**src/rtl/regset_wb_pkg.sv**
```systemverilog
// Shared definitions for the register-set write-back block: load funct3
// codes, arbiter source-select encoding and the starve counter width.
package regset_wb_pkg;

   localparam logic [2:0] F3_LB  = 3'b000;
   localparam logic [2:0] F3_LH  = 3'b001;
   localparam logic [2:0] F3_LW  = 3'b010;
   localparam logic [2:0] F3_LBU = 3'b100;
   localparam logic [2:0] F3_LHU = 3'b101;

   typedef enum logic [1:0] {
      SRC_NONE = 2'd0,
      SRC_ALU  = 2'd1,
      SRC_LSU  = 2'd2
   } src_e;

   localparam int STARVE_W = 4;

endpackage

```
**src/rtl/regset_wb_load_align.sv**
```systemverilog
// Load alignment and extension. Selects the byte/half addressed by
// byte_off_i from the raw aligned word and sign- or zero-extends it.
// Misaligned halfwords and undefined funct3 codes pass the raw word.
module regset_wb_load_align
   import regset_wb_pkg::*;
(
   input  logic [2:0]  funct3_i,
   input  logic [1:0]  byte_off_i,
   input  logic [31:0] data_i,
   output logic [31:0] data_o
);

   logic [7:0]  byte_sel;
   logic [15:0] half_sel;
   logic        half_ok;

   // Pick the addressed byte/half, then extend according to funct3.
   always_comb begin
      byte_sel = data_i[7:0];
      case (byte_off_i)
         2'd0:    byte_sel = data_i[7:0];
         2'd1:    byte_sel = data_i[15:8];
         2'd2:    byte_sel = data_i[23:16];
         default: byte_sel = data_i[31:24];
      endcase
      half_sel = byte_off_i[1] ? data_i[31:16] : data_i[15:0];
      half_ok  = ~byte_off_i[0];

      data_o = data_i;
      case (funct3_i)
         F3_LB:   data_o = {{24{byte_sel[7]}}, byte_sel};
         F3_LBU:  data_o = {24'b0, byte_sel};
         F3_LH:   if (half_ok) data_o = {{16{half_sel[15]}}, half_sel};
         F3_LHU:  if (half_ok) data_o = {16'b0, half_sel};
         default: data_o = data_i;
      endcase
   end

endmodule

```
**src/rtl/regset_writeback.sv**
```systemverilog
// Write-side master for one core's 32x32 register set. Holds one ALU and
// one load result, arbitrates to a single registered write per cycle with
// a starvation guard, and tracks pending destination registers.
// Optional feature macro: REGSET_WB_BYPASS_EN adds fwd_valid/fwd_rd/fwd_data
// and moves the busy clear to the grant cycle.
module regset_writeback
   import regset_wb_pkg::*;
#(
   parameter int STARVE_LIMIT = 4,
   parameter bit LSU_FIRST    = 1'b1
)
(
   input  logic        CLK,
   input  logic        RES,
   input  logic        alu_valid,
   output logic        alu_ready,
   input  logic [4:0]  alu_rd,
   input  logic [31:0] alu_data,
   input  logic        lsu_valid,
   output logic        lsu_ready,
   input  logic [4:0]  lsu_rd,
   input  logic [31:0] lsu_data,
   input  logic [2:0]  lsu_funct3,
   input  logic [1:0]  lsu_byte_off,
   input  logic        issue_valid,
   input  logic [4:0]  issue_rd,
   output logic [31:0] D,
   output logic [4:0]  A_D,
   output logic        write_enable,
   output logic [31:0] busy_mask
`ifdef REGSET_WB_BYPASS_EN
   ,
   output logic        fwd_valid,
   output logic [4:0]  fwd_rd,
   output logic [31:0] fwd_data
`endif
);

   localparam logic [STARVE_W-1:0] STARVE_LIM = STARVE_W'(STARVE_LIMIT);
   localparam logic [STARVE_W-1:0] STARVE_ONE = STARVE_W'(1);

   logic                alu_full_q, alu_full_d;
   logic [4:0]          alu_rd_q, alu_rd_d;
   logic [31:0]         alu_data_q, alu_data_d;
   logic                lsu_full_q, lsu_full_d;
   logic [4:0]          lsu_rd_q, lsu_rd_d;
   logic [31:0]         lsu_data_q, lsu_data_d;
   logic [STARVE_W-1:0] starve_q, starve_d;
   logic                we_q, we_d;
   logic [4:0]          a_d_q, a_d_d;
   logic [31:0]         d_q, d_d;
   logic [31:0]         busy_q, busy_d;

   logic [31:0] lsu_aligned;
   src_e        grant;
   src_e        dflt_src, other_src;
   logic        dflt_full, other_full;
   logic        alu_take, lsu_take;
   logic [4:0]  commit_rd;
   logic [31:0] commit_data;
   logic        commit_wr;
   logic [31:0] set_vec, clr_vec;

   regset_wb_load_align u_align (
      .funct3_i   (lsu_funct3),
      .byte_off_i (lsu_byte_off),
      .data_i     (lsu_data),
      .data_o     (lsu_aligned)
   );

   // Arbiter: default source unless it has starved the other one long enough.
   always_comb begin
      dflt_src   = LSU_FIRST ? SRC_LSU : SRC_ALU;
      other_src  = LSU_FIRST ? SRC_ALU : SRC_LSU;
      dflt_full  = LSU_FIRST ? lsu_full_q : alu_full_q;
      other_full = LSU_FIRST ? alu_full_q : lsu_full_q;
      grant      = SRC_NONE;
      if (dflt_full && !(other_full && (starve_q == STARVE_LIM))) begin
         grant = dflt_src;
      end else if (other_full) begin
         grant = other_src;
      end
   end

   // Handshakes, holding-reg next state, starve counter and commit selection.
   always_comb begin
      alu_ready = RES & (~alu_full_q | (grant == SRC_ALU));
      lsu_ready = RES & (~lsu_full_q | (grant == SRC_LSU));
      alu_take  = alu_valid & alu_ready;
      lsu_take  = lsu_valid & lsu_ready;

      alu_full_d = alu_full_q;
      alu_rd_d   = alu_rd_q;
      alu_data_d = alu_data_q;
      if (alu_take) begin
         alu_full_d = 1'b1;
         alu_rd_d   = alu_rd;
         alu_data_d = alu_data;
      end else if (grant == SRC_ALU) begin
         alu_full_d = 1'b0;
      end

      lsu_full_d = lsu_full_q;
      lsu_rd_d   = lsu_rd_q;
      lsu_data_d = lsu_data_q;
      if (lsu_take) begin
         lsu_full_d = 1'b1;
         lsu_rd_d   = lsu_rd;
         lsu_data_d = lsu_aligned;
      end else if (grant == SRC_LSU) begin
         lsu_full_d = 1'b0;
      end

      starve_d = starve_q;
      if ((grant == other_src) || !other_full) begin
         starve_d = '0;
      end else if (grant == dflt_src) begin
         starve_d = starve_q + STARVE_ONE;
      end

      commit_rd   = (grant == SRC_LSU) ? lsu_rd_q   : alu_rd_q;
      commit_data = (grant == SRC_LSU) ? lsu_data_q : alu_data_q;
      commit_wr   = (grant != SRC_NONE) && (commit_rd != 5'd0);

      we_d  = commit_wr;
      a_d_d = a_d_q;
      d_d   = d_q;
      if (commit_wr) begin
         a_d_d = commit_rd;
         d_d   = commit_data;
      end
   end

   // Busy scoreboard: issue sets, commit clears, a same-cycle set wins.
   always_comb begin
      set_vec = '0;
      if (issue_valid && (issue_rd != 5'd0)) begin
         set_vec = 32'd1 << issue_rd;
      end
      clr_vec = '0;
`ifdef REGSET_WB_BYPASS_EN
      if (commit_wr) begin
         clr_vec = 32'd1 << commit_rd;
      end
`else
      if (we_q) begin
         clr_vec = 32'd1 << a_d_q;
      end
`endif
      busy_d    = (busy_q & ~clr_vec) | set_vec;
      busy_d[0] = 1'b0;
   end

   // State registers; reset drops both holding regs and any pending write.
   always_ff @(posedge CLK) begin
      if (!RES) begin
         alu_full_q <= 1'b0;
         alu_rd_q   <= '0;
         alu_data_q <= '0;
         lsu_full_q <= 1'b0;
         lsu_rd_q   <= '0;
         lsu_data_q <= '0;
         starve_q   <= '0;
         we_q       <= 1'b0;
         a_d_q      <= '0;
         d_q        <= '0;
         busy_q     <= '0;
      end else begin
         alu_full_q <= alu_full_d;
         alu_rd_q   <= alu_rd_d;
         alu_data_q <= alu_data_d;
         lsu_full_q <= lsu_full_d;
         lsu_rd_q   <= lsu_rd_d;
         lsu_data_q <= lsu_data_d;
         starve_q   <= starve_d;
         we_q       <= we_d;
         a_d_q      <= a_d_d;
         d_q        <= d_d;
         busy_q     <= busy_d;
      end
   end

   assign D            = d_q;
   assign A_D          = a_d_q;
   assign write_enable = we_q;
   assign busy_mask    = busy_q;

`ifdef REGSET_WB_BYPASS_EN
   assign fwd_valid = we_q & (a_d_q != 5'd0);
   assign fwd_rd    = a_d_q;
   assign fwd_data  = d_q;
`endif

endmodule

```
**config.mk**
```make
export PLATFORM = sky130hd
export DESIGN_NAME = regset_writeback
export DESIGN_NICKNAME = d
export VERILOG_FILES = /design/src/rtl/regset_wb_pkg.sv /design/src/rtl/regset_wb_load_align.sv /design/src/rtl/regset_writeback.sv
export SDC_FILE = /design/constraint.sdc
export NUM_CORES = 1
export LEC_CHECK = 0
export CELL_PAD_IN_SITES_DETAIL_PLACEMENT = 1
export CELL_PAD_IN_SITES_GLOBAL_PLACEMENT = 2
export CORE_MARGIN = 3
export CORE_UTILIZATION = 29
export DETAILED_ROUTE_END_ITERATION = 7
export HOLD_SLACK_MARGIN = 0.06
export PLACE_DENSITY = 0.85
export SYNTH_ARGS = -nofsm -noshare
export SYNTH_HDL_FRONTEND = slang
export SYNTH_SLANG_ARGS = --single-unit
```
**constraint.sdc**
```tcl
create_clock -name CLK -period 2.2 [get_ports CLK]
set_input_delay 0.55 -clock CLK [delete_from_list [all_inputs] [get_ports CLK]]
set_output_delay 0.55 -clock CLK [all_outputs]
set_load 0.005 [all_outputs]
```
-- Yosys cells after proc, flatten, opt, wreduce, memory -nomap -nowiden
Index checks and enable logic that the tools add are counted.
- flip-flop bits (word level): 150
- bits in latches: 0
- memory bits (writable): 0
- bits in read-only memories: 0
- input bits: 89
- output and inout port bits: 72
- logic and storage cells: 65
- memories kept: 0
- add/subtract/negate cells: 1
- multipliers: 0
- div/mod/pow operators: 0
- $lt $le $gt $ge: 0
- eq/ne operators: 8
- shift operators: 2
- mux-type cells: 15
- bitwise operators: 12
- reduce and logical (&&, ||, !) cells: 15
- operators by type and width (kind ; count):
    $mux 32 ; 5
    $pmux 32 s4 ; 1
    $shl 1x5->32 const A ; 2
    $and 32x32->32 ; 1
    $not 32->32 ; 1
    $or 32x32->32 ; 1
    $pmux 8 s3 ; 1
    $mux 16 ; 1
    $reduce_bool 5->1 ; 2
    $eq 3x3->1 const B ; 2
    $reduce_bool 2->1 ; 3
    $mux 1 ; 5
    $mux 5 ; 1
    $add 4x1->4 const B ; 1
    $and 1x1->1 ; 4
    $eq 2x1->1 const B ; 2
    $eq 2x2->1 const B ; 2
    $eq 4x3->1 const B ; 1
    $logic_and 1x1->1 ; 4
    $eq 3x1->1 const B ; 1
    $logic_not 3->1 ; 1
    $not 1->1 ; 3
    $logic_not 1->1 ; 2
    $logic_not 2->1 ; 1
    4 further kinds ; 5

-- Longest topological paths before layout
Gate-level depths: netlist of run 1.
- word-level depth: 10
- mapped depth: 9
- gate-level depth less buffers: 6

-- Hierarchy
A second synthesis of run 1 with hierarchy kept.
- cells, all modules: 840
- area, all modules: 7028.0 sq um
- by module, submodules not included (module ; instances ; cells each ; area an instance (sq um) ; seq. area each (sq um)):
    regset_writeback ; 1 ; 727 ; 6333.6 ; 2982.9
    regset_wb_load_align ; 1 ; 113 ; 694.4 ; 0.0

-- Worst setup path after synthesis of run 1
Ideal clock, no wire load.
- path kind: input to register
- start: input lsu_byte_off[1]
- end: register lsu_data_q[22]
- setup time: 123 ps
- data arrival time: 1876 ps
- required time: 2077 ps
- path slack: 201 ps
- stages: 6
- buffers on the path: 2
- path through: buf_6 > mux4_2 > nand2_1 > a2111oi_4 > buf_6 > a311o_2
- word-level cells in the longest chain between the ends: 3
- elaborated cells between the ends (all ways): 7
- classes of those cells: eq/ne (2); mux (4); reduce/logical (1)
- ends and longest elaborated chain (item ; line ; source):
    start: declaration ; regset_writeback.sv:24 ; input logic [1:0] lsu_byte_off,
    $eq 2x2->1, or another cell as far along ; regset_wb_load_align.sv:20 ; case (byte_off_i)
    $pmux 8 s3 or $mux 32 (tied branches) ; regset_wb_load_align.sv:20, regset_wb_load_align.sv:33 ;
    $pmux 32 s4 * ; regset_wb_load_align.sv:30 ; case (funct3_i)
    end signal: assignment ; regset_writeback.sv:174 ; lsu_data_q <= lsu_data_d;
    end: declaration ; regset_writeback.sv:47 ; logic [31:0] lsu_data_q, lsu_data_d;
Mark *: on every way between the ends. The rest lies on a longest branch, timed or not.
A chain may end at the register's enable or synchronous reset.

-- Final worst setup path of run 1
- start: register starve_q[1]
- end: output alu_ready
- word-level cells in the longest chain between the ends: 8
- ends and longest elaborated chain (item ; line ; source):
    start: declaration ; regset_writeback.sv:48 ; logic [STARVE_W-1:0] starve_q, starve_d;
    start signal: assignment ; regset_writeback.sv:175 ; starve_q <= starve_d;
    $eq 4x3->1 ; regset_writeback.sv:78 ; if (dflt_full && !(other_full && (starve_q == STARVE_LIM))) begin
    $logic_and 1x1->1 ; regset_writeback.sv:78 ;
    $logic_not 1->1 ; regset_writeback.sv:78 ;
    $logic_and 1x1->1 ; regset_writeback.sv:78 ;
    $mux 2 ; regset_writeback.sv:78 ;
    $eq 2x1->1 ; regset_writeback.sv:87 ; alu_ready = RES & (~alu_full_q | (grant == SRC_ALU));
    $or 1x1->1 ; regset_writeback.sv:87 ;
    $and 1x1->1 ; regset_writeback.sv:87 ;
    end: declaration ; regset_writeback.sv:16 ; output logic alu_ready,
Every way passes these cells.

==> results of run 1 <==
==> sequential cells by signal (all words and copies together) (netlist names) <==
| name | flops |
|---|---|
| A_D | 5 |
| D | 32 |
| alu_data_q | 32 |
| alu_full_q | 1 |
| alu_rd_q | 5 |
| busy_mask | 31 |
| dflt_full | 1 |
| lsu_data_q | 32 |
| lsu_rd_q | 5 |
| starve_q | 4 |
| write_enable | 1 |
==> worst min-delay path by stage <==
stage                                       end  depth (start not counted)  slack (ps)
CTS                 alu_data_q[24]$_SDFFE_PN0P_                          2         460
global placement    alu_data_q[11]$_SDFFE_PN0P_                          2         440
finish              alu_data_q[20]$_SDFFE_PN0P_                          2         450
global route        alu_data_q[24]$_SDFFE_PN0P_                          2         470
detailed placement  alu_data_q[24]$_SDFFE_PN0P_                          2         450
floorplan              starve_q[0]$_SDFFE_PP0P_                          1         430
==> per-layer routing <==
layer  vias to the layer above  wire (um)
met3                        19       1220
met2                       183      11400
met5                         -          0
met1                      3221      10900
li1                       3263          -
met4                         0        284
==> critical path, delay by kind of cell (launching register included) <==
kind            cells  cell delay, ps
flops               1             320
simple gates        2             300
buf+inv             2             220
compound gates      1             170
fa+ha+maj           1             140
==> per-stage QoR <==
step | instances | hold WS (ps) | worst slack (ps)
global route | 1322 | 469 | 0.260
detailed placement | 1290 | 449 | -320
finish | 1322 | 453 | 77.3
global placement | 1290 | 441 | -293
floorplan | 829 | 430 | 201
CTS | 1320 | 458 | 21.9
==> timing repair <==
item,4_1_cts,5_1_grt
pin swaps,2,3
cloned,0,0
gates resized for setup,16,5
hold buffers,0,0
setup buffers,0,2
setup endpoints to repair,2,27
==> placed cells by master (no fill, tap or decap), drive strengths merged, types with 3 or more instances in the layout <==
| master | count |
|---|---|
| a211o | 7 |
| a21boi | 32 |
| a21oi | 55 |
| a311o | 17 |
| a32o | 8 |
| and3 | 50 |
| and3b | 3 |
| buf | 57 |
| clkbuf | 18 |
| clkdlybuf4s50 | 156 |
| clkinv | 3 |
| clkinvlp | 3 |
| dfxtp | 149 |
| inv | 15 |
| mux2i | 47 |
| mux4 | 8 |
| nand2 | 163 |
| nand3 | 11 |
| nor2 | 26 |
| nor2b | 6 |
| nor3b | 4 |
| o21a | 9 |
| o21ai | 116 |
| o22ai | 5 |
| or3b | 7 |
==> final cells by class <==
cell class,count,share of cell area
multi-input combinational,600,0.380
sequential,149,0.305
timing repair buffer,214,0.211
clock buffer,17,0.0434
tap,319,0.0407
clock inverter,14,0.0170
inverter,9,0.00345
==> power by group <==
part / total, uW / internal [uW] / switching [uW]
Clock: 2970 / 1700 / 1270
Combinational: 996 / 517 / 479
Sequential: 2940 / 2840 / 94.6
Total: 6900 / 5060 / 1840
==> cell families (layout without fill, tap and decap cells) <==
group	count (synthesis)	in the layout
buffers and inverters	80	254
DFF	149	149
muxes	55	55
adders and majority gates	2	2
and+or+nand+nor	281	281
xor gates and xnor gates	2	2
AOI/OAI and AO/OA	259	259
other	1	1
==> results.md, run 1 <==
* Die Span Y at 162 um
* IO Port Bufs at 159
* Least-Margin Pin Slew at 624 ps
* Synth Warn # at 0
* Die area at between 20000 and 30000 um2
* Clock Skews at between 15 and 20 ps
* Worst path cell trace: inv_1 > ha_4 > nand4b_4 > and2_4 > a21oi_4 > buf_2
* Most area-consuming cells after synthesis: dfxtp_1 (42%), nand2_1 (8.7%), o21ai_0 (8.2%)
* Reg-to-reg slack, setup at 110 ps
* Share of layout cells above drive strength 1 at 0.129
* Crit path max fanout at 3
* Post-synthesis sequential area ratio at 0.424
* Clock Sinks at 149
* Leakage at 0.00383 uW
* Final period util at 0.965
* Busiest grt layer: met2
* Max incr delay on CP at 320 ps
* Fin util at 0.414
* Flops & latches, synth at between 100 and 150
* Reg-to-Reg Start: starve_q[1]$_SDFFE_PP0P_
* Num CTS Buffers at 17
* Vias in the first global route at 6763
* Rows at 56
* DR pass1 iterations at 4
* Fmax at roughly 0.47 GHz
* Unrepaired setup endpoints after global routing: no
* Mapped Area at 7040 um2
* Total negative slack at 0 ps
* Mux contribution to synthesized area at 0.0945
* Hold crit path type: reg -> reg
* Slew HR at 0.584
* Pins Over Slew Limit at 0
* # DRC at 0
* Count leader, synth: nand2_1
* Crit. End Element: output pin
* Synth-to-layout area growth at 39.2%
* DR vias/cell at 5.06
* XOR/XNOR Fraction of Synth Area at 0.00249
* Starting Density at 0.297
* GRT met1 Usage at 0.230
* Worst path required time at 1650 ps
* Worst skew pair latency at 430 ps
* Clock Tree Buf Depth at 2
* Post-Syn Instances at 829
* FFs w/ async S/R, synth at 0
* Complex-gate fraction of the synthesized area at 0.230
* I/O pin total at 161
* Global-route wire length before repair at between 30000 and 40000 um
* Antenna violations before repair at 0
* GRT met3 Usage at 0.0408
* Startpoint Class: flop
* Met2 Usage GRT at 0.298
* CP arrival at 1570 ps
* Worst-path clk slew at 70 ps
* Area leader, netlist: dfxtp_1
* ANT nets after route at 0
* Core Box Area at 23700 um2
* Crit path launch: starve_q[1]$_SDFFE_PP0P_
* Reg2reg end: lsu_data_q[29]$_SDFFE_PN0P_
* Total track usage at 0.177
* Top FF cell, synth: dfxtp_1
* Synth cell types at 50
* Number of antenna repair diodes at 0
* FILL cells at ~2.8k
* Final setup violation count at 0
* Placement Cell Area at 9170 um2
* Wire length per cell at 18.0 um
* CTS tree: yes
* Final hold vios at 0
* Max Cap Viol at 0
* Pwr Total at 6900 uW
* Multi-input logic area at between 3000 and 4000 um2
* Post-synthesis simple-gate area fraction at 0.188
* Post-synthesis adder-cell area fraction at 0.00355
* Design Area, Final at 9800 um2
* Hold Path Origin: alu_data_q[20]$_SDFFE_PN0P_
* Number of synthesized flops with an enable pin at 0
* Crit path kind: reg -> out
* Main combinational cell family by area after synthesis: compound AO/OA/AOI/OAI gates
* Routability Congestion at ~0.85
* Syn avg cell area at roughly 8.5 um2
* Tmin final at 2120 ps
* Slowest stage cell on the critical path: dfxtp_2
* Total Nets Final at 1082
* Clock Tree Root: clkbuf_16
* PwrDens at 704 nW/um2
* H-tree Lvls at 4
* Worst reg-to-reg path cell count at 11
* Detailed Place HPWL at 17000 um
* Total gr overflow at 0
* Via count at ~6.7k
* Outcome: finished, final reports clean
* Yosys top cell area share at 0.424
* Setup crit end: alu_ready
* Commonest cells post-synth: nand2_1 (163), dfxtp_1 (149), o21ai_0 (116)
* First DRT Iteration DRCs at just over 400
* Syn nets at 920
* Die width at 162 um
* Pin count of the biggest net entering global routing at 65
* Worst vdd ir at approximately 0.00046 V
* Routed Wire Length at 23800 um
* Register area at 2990 um2
(Power assumes the default switching activity.)
==> run 2, diff against run 1 <==
--- a/config.mk
+++ b/config.mk
@@ -5,6 +5,8 @@
 export SDC_FILE = /design/constraint.sdc
 export NUM_CORES = 1
 export LEC_CHECK = 0
+export ABC_CLOCK_PERIOD_IN_PS = 2200
+export CAP_MARGIN = 20
 export CELL_PAD_IN_SITES_DETAIL_PLACEMENT = 1
 export CELL_PAD_IN_SITES_GLOBAL_PLACEMENT = 2
 export CORE_MARGIN = 3
==> results of run 2 <==
Final layout, timing and power as in run 1 (identical DEF).
==> run 3, diff against run 2 <==
--- a/config.mk
+++ b/config.mk
@@ -9,7 +9,7 @@
 export CAP_MARGIN = 20
 export CELL_PAD_IN_SITES_DETAIL_PLACEMENT = 1
 export CELL_PAD_IN_SITES_GLOBAL_PLACEMENT = 2
-export CORE_MARGIN = 3
+export CORE_MARGIN = 5
 export CORE_UTILIZATION = 29
 export DETAILED_ROUTE_END_ITERATION = 7
 export HOLD_SLACK_MARGIN = 0.06
==> results.md, run 3 (same netlist as run 1, synthesis figures left out) <==
* Outcome: finished, final reports clean (unchanged)
* Unrepaired setup endpoints after global routing: no (unchanged)
* Total gr overflow at 0 (unchanged)
* Crit path kind: reg -> out (unchanged)
* Total Nets Final at 1079 (was 1082)
* IO Port Bufs at 159 (unchanged)
* Hold crit path type: in -> reg (was reg -> reg)
* Worst vdd ir at 0.000513 V (was 0.000456 V)
* Sequential share of power at 0.434 (was 0.426)
* Cells after DPL at 1292 (was 1290)
* Slowest stage cell on the critical path: dfxtp_1 (was dfxtp_2)
* Sw Share at 0.269 (was 0.267)
* Slew HR at 0.592 (was 0.584)
* Synth-to-layout area growth at 38.5% (was 39.2%)
* Max Cap Viol at 0 (unchanged)
* Worst skew pair latency at 420 ps (was 430 ps)
* Detailed Place HPWL at 16900 um (was 17000 um)
* H-tree Lvls at 4 (unchanged)
* Total negative slack at 0 ps (unchanged)
* Worst-path clk slew at 60 ps (was 70 ps)
* PwrDens at 694 nW/um2 (was 704 nW/um2)
* Starting Density at 0.292 (was 0.297)
* Fmax at 0.484 GHz (was 0.471 GHz)
* Wire length per cell at 17.6 um (was 18.0 um)
* Commonest non-fill, non-tap cell in the layout: nand2_1 (unchanged)
* Fin util at 0.405 (was 0.414)
* Least-Margin Pin Slew at 606 ps (was 624 ps)
* Clock Tree Buf Depth at 2 (unchanged)
* DR pass1 iterations at 6 (was 4)
* CP arrival at 1510 ps (was 1570 ps)
* DR vias/cell at 5.05 (was 5.06)
* Pins Over Slew Limit at 0 (unchanged)
* Power share of the clock group at 0.421 (was 0.430)
* Vias in the first global route at 6937 (was 6763)
* Worst path required time at 1650 ps (about the same)
* Pin count of the biggest net entering global routing at 136 (was 65)
* P_sw at 1820 uW (was 1840 uW)
* Crit path max fanout at 2 (was 3)
* Rows at 57 (was 56)
* Die Span Y at 166 um (was 162 um)
* ANT nets after route at 0 (unchanged)
* Logic pwr share at 0.145 (was 0.144)
* Reg-to-Reg Start: starve_q[0]$_SDFFE_PP0P_ (was starve_q[1]$_SDFFE_PP0P_)
* Via count at 6700 (was 6686)
* Routability Congestion at 0.850 (was 0.852)
* Most frequent cells in the layout: nand2_1 (163), clkdlybuf4s50_1 (155), dfxtp_1 (148), o21ai_0 (116), a21oi_1 (54) (was nand2_1 (163), clkdlybuf4s50_1 (156), dfxtp_1 (146), o21ai_0 (116), a21oi_1 (54))
* Core Box Area at 24100 um2 (was 23700 um2)
* Startpoint Class: flop (unchanged)
* Leakage at 0.00380 uW (was 0.00383 uW)
* Tmin final at 2060 ps (was 2120 ps)
* Num CTS Buffers at 17 (unchanged)
* Top Family by Delay on Critical Path: flip-flops (unchanged)
* Die area at 27500 um2 (was 26200 um2)
* Final hold vios at 0 (unchanged)
* Hold EP: dflt_full$_SDFFE_PN0P_ (was alu_data_q[20]$_SDFFE_PN0P_)
* Worst path cell trace: inv_2 > ha_4 > nand4b_4 > and2_4 > a21oi_4 > buf_2 (was inv_1 > ha_4 > nand4b_4 > and2_4 > a21oi_4 > buf_2)
* Reg-to-reg slack, setup at 190 ps (was 110 ps)
* Crit. End Element: output pin (unchanged)
* Hold Path Origin: RES (was alu_data_q[20]$_SDFFE_PN0P_)
* Int Power at 4950 uW (was 5060 uW)
* Clock Tree Root: clkbuf_16 (unchanged)
* Clock Sinks at 149 (unchanged)
* WP buf/inv at 2 (unchanged)
* Total track usage at 0.165 (was 0.177)
* Die width at 166 um (was 162 um)
* Fin cells at 1326 (was 1322)
* Clock Skews at 10.7 ps (was 18.0 ps)
* Final period util at 0.938 (was 0.965)
* Max incr delay on CP at 320 ps (about the same)
* Antenna violations before repair at 1 (was 0)
* CTS tree: yes (unchanged)
* Cells on Worst Hold Path at 2 (unchanged)
* Hold_ws at 419 ps (was 453 ps)
* Reg2reg end: alu_data_q[26]$_SDFFE_PN0P_ (was lsu_data_q[29]$_SDFFE_PN0P_)
* I/O pin total at 161 (unchanged)
* Final setup violation count at 0 (unchanged)
* First DRT Iteration DRCs at 398 (was 403)
* Worst reg-to-reg path cell count at 9 (was 11)
* Routed Wire Length at 23300 um (was 23800 um)
* # DRC at 0 (unchanged)
* Share of layout cells above drive strength 1 at 0.123 (was 0.129)
* Global-route wire length before repair at 37500 um (was 37100 um)
[run 3: area by class of cell]
cell class / instances / area (um2)
antenna: 1 / 2.50
clock buffer: 18 / 429
clock inverter: 14 / 140
fill: 2870 / 14400
inverter: 9 / 33.8
multi-input combinational: 600 / 3710
sequential: 149 / 2980
tap: 324 / 405
timing repair buffer: 211 / 2050
[run 3: worst max-delay path by stage]
stage          cells past startpoint                     start                           to  slack, ps
6_report                           6  starve_q[0]$_SDFFE_PP0P_                    alu_ready        140
4_1_cts                            7  starve_q[0]$_SDFFE_PP0P_                    lsu_ready        -70
3_5_place_dp                       5           lsu_byte_off[1]  lsu_data_q[23]$_SDFFE_PN0P_       -640
5_1_grt                            7  starve_q[1]$_SDFFE_PP0P_                    lsu_ready         60
2_1_floorplan                      6           lsu_byte_off[1]  lsu_data_q[22]$_SDFFE_PN0P_        200
3_3_place_gp                       5           lsu_byte_off[1]  lsu_data_q[30]$_SDFFE_PN0P_       -590
[run 3: what timing repair did]
action,4_1_cts,5_1_grt
pin swaps,2,1
endpoints found under the setup margin,18,17
hold endpoints to repair,0,0
buffers inserted,1,0
resized for setup,8,10
hold buffers,0,0
[run 3: power groups by stage]
stage	Sequential [uW]	Combinational, uW	Clock (uW)
4_1_cts	2940	990	2910
2_1_floorplan	2960	531	0
3_3_place_gp	3000	965	0
6_report	2940	983	2850
3_5_place_dp	3000	982	0
5_1_grt	2950	1070	3050
[run 3: routing by layer]
| metal | share of wire | wire length [um] | GRT usage | up-vias |
|---|---|---|---|---|
| met4 | 0.016 | 383 | 0.0430 | 0 |
| met3 | 0.044 | 1030 | 0.0348 | 25 |
| li1 | - | - | - | 3260 |
| met5 | 0 | 0 | 0 | - |
| met1 | 0.45 | 10500 | 0.213 | 3262 |
| met2 | 0.49 | 11300 | 0.281 | 153 |
[run 3: worst reg2reg max path, cell delays in order (launching register included)]
cell      delay (ps)
dfxtp_1          320
inv_2             70
ha_4             140
nand4b_4         110
buf_6            160
buf_4            220
a311oi_4         440
buf_12           260
nand2_1          130
o21ai_0          100
[run 3: metrics by stage]
step / cell area, um2 / total power, uW / setup slack, ps
detailed placement: 9140 / 3980 / -635
global route: 9750 / 7070 / 61.3
global placement: 9140 / 3960 / -587
finish: 9750 / 6770 / 136
CTS: 9740 / 6840 / -71.5
floorplan: 7040 / 3500 / 201
==> edit 1 (flow settings as in run 3) <==
Set the parameter `LSU_FIRST` to 1'b0 (it was 1'b1).
--- a/src/rtl/regset_writeback.sv
+++ b/src/rtl/regset_writeback.sv
@@ -9,3 +9,3 @@
    parameter int STARVE_LIMIT = 4,
-   parameter bit LSU_FIRST    = 1'b1
+   parameter bit LSU_FIRST    = 1'b0
 )
Check against the original RTL: not equivalent (Yosys sat finds a counterexample within 4 cycles, from zero or initial values).
==> edit 1 against run 3 <==
Clock power is 3% higher; area after synthesis is 5.4% lower; sequential share of layout area is 0.37 points higher; power is 5.1% higher; maximum frequency is 2.6% lower; wire length is 3.0% higher; final area is 1.1% lower; synthesized cell count is 8.0% lower; clock skew is 0.010 ns higher; sequential cell count stayed put; setup slack worse by 0.056 ns.
==> edit 1: results (changes against run 3) <==
| Metric | Value |
|---|---|
| Status | completed (unchanged) |
| Final Routed Wirelength | 24.0 mm (was 23.3 mm) |
| Most common cell in the netlist | dfxtp_1 (was nand2_1) |
| Largest net degree at the start of global routing | 75 (was 136) |
| Wl on met1 | 10.8 mm (was 10.5 mm) |
| Hpwl dp | 17.1 mm (was 16.9 mm) |
| DP Area | 8880 um2 (was 9140 um2) |
| Met1 Track Usage GR | 22.7% (was 21.3%) |
| Worst hold margin | 0.436 ns (was 0.419 ns) |
| Post-layout util | 42.6% (was 40.5%) |
| Worst skew pair latency | 0.44 ns (was 0.42 ns) |
| Crit-path slowest cell | dfxtp_2 (was dfxtp_1) |
| Pre-CTS setup slack | -0.292 ns (was -0.635 ns) |
| Mux cell area share after synthesis | 8.53% (was 9.45%) |
| GPL Wtd Cong | 0.876 (was 0.850) |
| Syn_nets | 854 (was 920) |
| Number of global-route vias before repair | 6503 (was 6937) |
| Hold Path Cell Cnt | 1 (was 2) |
| Crit path largest cell delay | 0.35 ns (was 0.32 ns) |
| XOR/XNOR Fraction of Synth Area | 0.263% (was 0.249%) |
| Vias per Instance | 5.19 (was 5.05) |
| Post-Syn Instances | 763 (was 829) |
| M2 GR Usage | 30.1% (was 28.1%) |
| Worst Path Max Fanout | 6 (was 2) |
| Period utilisation layout | 96.4% (was 93.8%) |
| Fillers | 2598 (was 2870) |
| Fin nets | 1036 (was 1079) |
| Area share of fa/ha/maj cells after synthesis | 0.376% (was 0.355%) |
| Hold Path End | starve_q[0] (was dflt_full) |
| Hold path startpoint | starve_q[0] (was RES) |
| HP Class | flop to flop (was primary input to flop) |
| Routed len/inst | 19.3 um (was 17.6 um) |
| Internal Power | 5.19 mW (was 4.95 mW) |
| Initial DRC Count | 311 (was 398) |
| Max VDD drop | 0.474 mV (was 0.513 mV) |
| First-pass GRT wire length | 36.5 mm (was 37.5 mm) |
| Seq/Total Area, Yosys | 44.8% (was 42.4%) |
| GRT Util Overall | 17.8% (was 16.5%) |
| LEAKAGE | 3.68 nW (was 3.80 nW) |
| Synth cell types | 49 (was 50) |
| Post-synth top cells | 149 x dfxtp_1, 86 x o21ai_0, 59 x nor2_1 (was 163 x nand2_1, 149 x dfxtp_1, 116 x o21ai_0) |
| Reg2reg end | D[1] (was alu_data_q[26]) |
| WL met2 | 11.6 mm (was 11.3 mm) |
| Synth area leaders | dfxtp_1 45%, o21ai_0 6.5%, mux2i_1 5.7% (was dfxtp_1 42%, nand2_1 8.7%, o21ai_0 8.2%) |
| Setup Skew | 0.0208 ns (was 0.0107 ns) |
[edit 1: kinds of logic after synthesis]
kind of cell	count (synthesis)
DFF	149
and+or+nand+nor	221
buffers and inverters	119
AOI/OAI and AO/OA	223
other	1
xor gates and xnor gates	2
adders and majority gates	2
muxes	46
[edit 1: worst max-delay path: cells and delay by family, from the launching register on]
family | cells | cell delay (ns)
flops | 1 | 0.35
compound gates | 2 | 0.49
simple gates | 2 | 0.28
fa+ha+maj | 1 | 0.18
buf+inv | 5 | 0.72
[edit 1: final cells by class]
cell class | count | area share [%]
multi-input cells | 496 | 34.2
flip-flops and latches | 149 | 31.0
clock buffers | 19 | 4.49
repair buffers | 222 | 22.8
inverters | 59 | 2.30
well taps | 285 | 3.70
clock inverters | 13 | 1.54
diodes | 1 | 0.0259
[edit 1: power by group through the flow]
| stage | logic, mW | registers (mW) | clock network, mW |
|---|---|---|---|
| CTS | 1.13 | 3.01 | 3.00 |
| finish | 1.18 | 3.00 | 2.93 |
| floorplan | 0.524 | 3.03 | 0 |
| detailed placement | 1.12 | 3.06 | 0 |
| global route | 1.28 | 3.03 | 3.11 |
| global placement | 1.10 | 3.06 | 0 |
[edit 1: timing repair]
item                       CTS  global route
hold buffers                 0             0
setup endpoints to repair   18            43
gates resized for setup     10            29
buffers inserted             1             2
cloned                       0             2
hold endpoints to repair     0             0
pin swaps                    2             4
[edit 1: worst max path at each step]
stage               startpoint             end  slack (ns)
3_5_place_dp   lsu_byte_off[1]  lsu_data_q[18]       -0.29
4_1_cts            starve_q[0]       alu_ready      -0.002
2_1_floorplan  lsu_byte_off[1]  lsu_data_q[21]        0.22
5_1_grt            starve_q[0]           D[17]       -0.05
6_report           starve_q[0]            D[1]        0.08
3_3_place_gp   lsu_byte_off[1]  lsu_data_q[26]       -0.28
==> edit 2 (settings of run 3) <==
Without the edit above. `STARVE_W`: 4 -> 6.
--- a/src/rtl/regset_wb_pkg.sv
+++ b/src/rtl/regset_wb_pkg.sv
@@ -16,3 +16,3 @@
 
-   localparam int STARVE_W = 4;
+   localparam int STARVE_W = 6;
 
Function: no difference found for any inputs over 4 cycles, from zero or initial values; that may be too few to reach the edited logic, so the function may still have changed.
==> edit 2 against run 3 <==
Core utilization decreased by 0.46 points; final area increased by 11%; global-route usage increased by 0.90 points; wire length increased by 18%; sequential cell count increased by 2; count of clock-buffer cells in the layout unchanged; worst hold slack improved by 0.041 ns; setup slack got worse by 0.068 ns; sequential share of layout area decreased by 2.6 points; area after synthesis increased by 13%; via count increased by 16%; power increased by 3.9%; combinational power increased by 19%; largest cell class unchanged.
==> edit 2: results (changes against run 3) <==
| Metric | Value |
|---|---|
| Post-synthesis compound-gate area fraction | 22.7% (was 23.0%) |
| Largest net degree at the start of global routing | 93 (was 136) |
| Number of global-route vias before repair | 8039 (was 6937) |
| Worst Setup SP | starve_q[3] (was starve_q[0]) |
| Crit-path slowest cell | dfxtp_2 (was dfxtp_1) |
| Worst hold margin | 0.460 ns (was 0.419 ns) |
| FF-to-FF path depth | 8 (was 9) |
| Hold path startpoint | D[26] (was RES) |
| GRT met3 Usage | 3.16% (was 3.48%) |
| Crit path largest cell delay | 0.36 ns (was 0.32 ns) |
| Hpwl dp | 20.1 mm (was 16.9 mm) |
| Post-synth top cells | 151 x dfxtp_1, 151 x nand2_1, 102 x a21oi_1, 102 x o21ai_0, 82 x mux2i_1 (was 163 x nand2_1, 149 x dfxtp_1, 116 x o21ai_0) |
| Initial DRC Count | 471 (was 398) |
| Fin nets | 1239 (was 1079) |
| Reg2Reg Launch Point | starve_q[1] (was starve_q[0]) |
| WL met3 | 1.24 mm (was 1.03 mm) |
| Initial antenna violation count | 0 (was 1) |
| HP Class | flop to flop (was primary input to flop) |
| Critical path destination | lsu_ready (was alu_ready) |
| Routed len/inst | 18.4 um (was 17.6 um) |
| Synth area leaders | dfxtp_1 38%, mux2i_1 10%, nand2_1 7.1% (was dfxtp_1 42%, nand2_1 8.7%, o21ai_0 8.2%) |
| Antenna diodes | 0 (was 1) |
| Reg2reg end | D[16] (was alu_data_q[26]) |
| Synth cell types | 57 (was 50) |
| GPL Wtd Cong | 0.892 (was 0.850) |
| Layout cell share with drive strength beyond 1 | 12.6% (was 12.3%) |
| M2 GR Usage | 29.0% (was 28.1%) |
| Setup Skew | 0.0140 ns (was 0.0107 ns) |
| Wl on met1 | 13.2 mm (was 10.5 mm) |
| Area share of fa/ha/maj cells after synthesis | 0.314% (was 0.355%) |
| Status | completed (unchanged) |
| Hold Path End | D[26] (was dflt_full) |
| Met1 Track Usage GR | 23.9% (was 21.3%) |
| DP Area | 10200 um2 (was 9140 um2) |
| Initial DRT Pass Iterations | 4 (was 6) |
| Final WS setup | 0.0678 ns (was 0.136 ns) |
[edit 2: logic make-up (layout without fill, tap and decap cells)]
kind of cell	after synthesis	in the layout
flops	151	151
mux	91	91
buf+inv	132	309
compound gates	297	297
other cells	1	1
xor+xnor	4	4
fa+ha+maj	2	2
simple gates	306	306
[edit 2: where the power goes]
group          switching [mW]  total [mW]  internal (mW)
combinational           0.570        1.17          0.597
clock                    1.27        2.86           1.59
sequential              0.113        3.00           2.89
total                    1.96        7.03           5.07
[edit 2: area by class of cell]
class                           count  area (um2)
Clock inverter                     14         140
Inverter                           44         165
Multi-Input combinational cell    701        4390
Clock buffer                       18         429
Tap cell                          341         427
Sequential cell                   151        3030
Fill cell                        3200       16200
Timing Repair Buffer              233        2230
[edit 2: what timing repair did]
item                                    4_1_cts  5_1_grt
endpoints found under the setup margin       10        3
setup buffers                                 2        1
gates resized for setup                      11        5
cloned                                        0        1
pin swaps                                     2        3
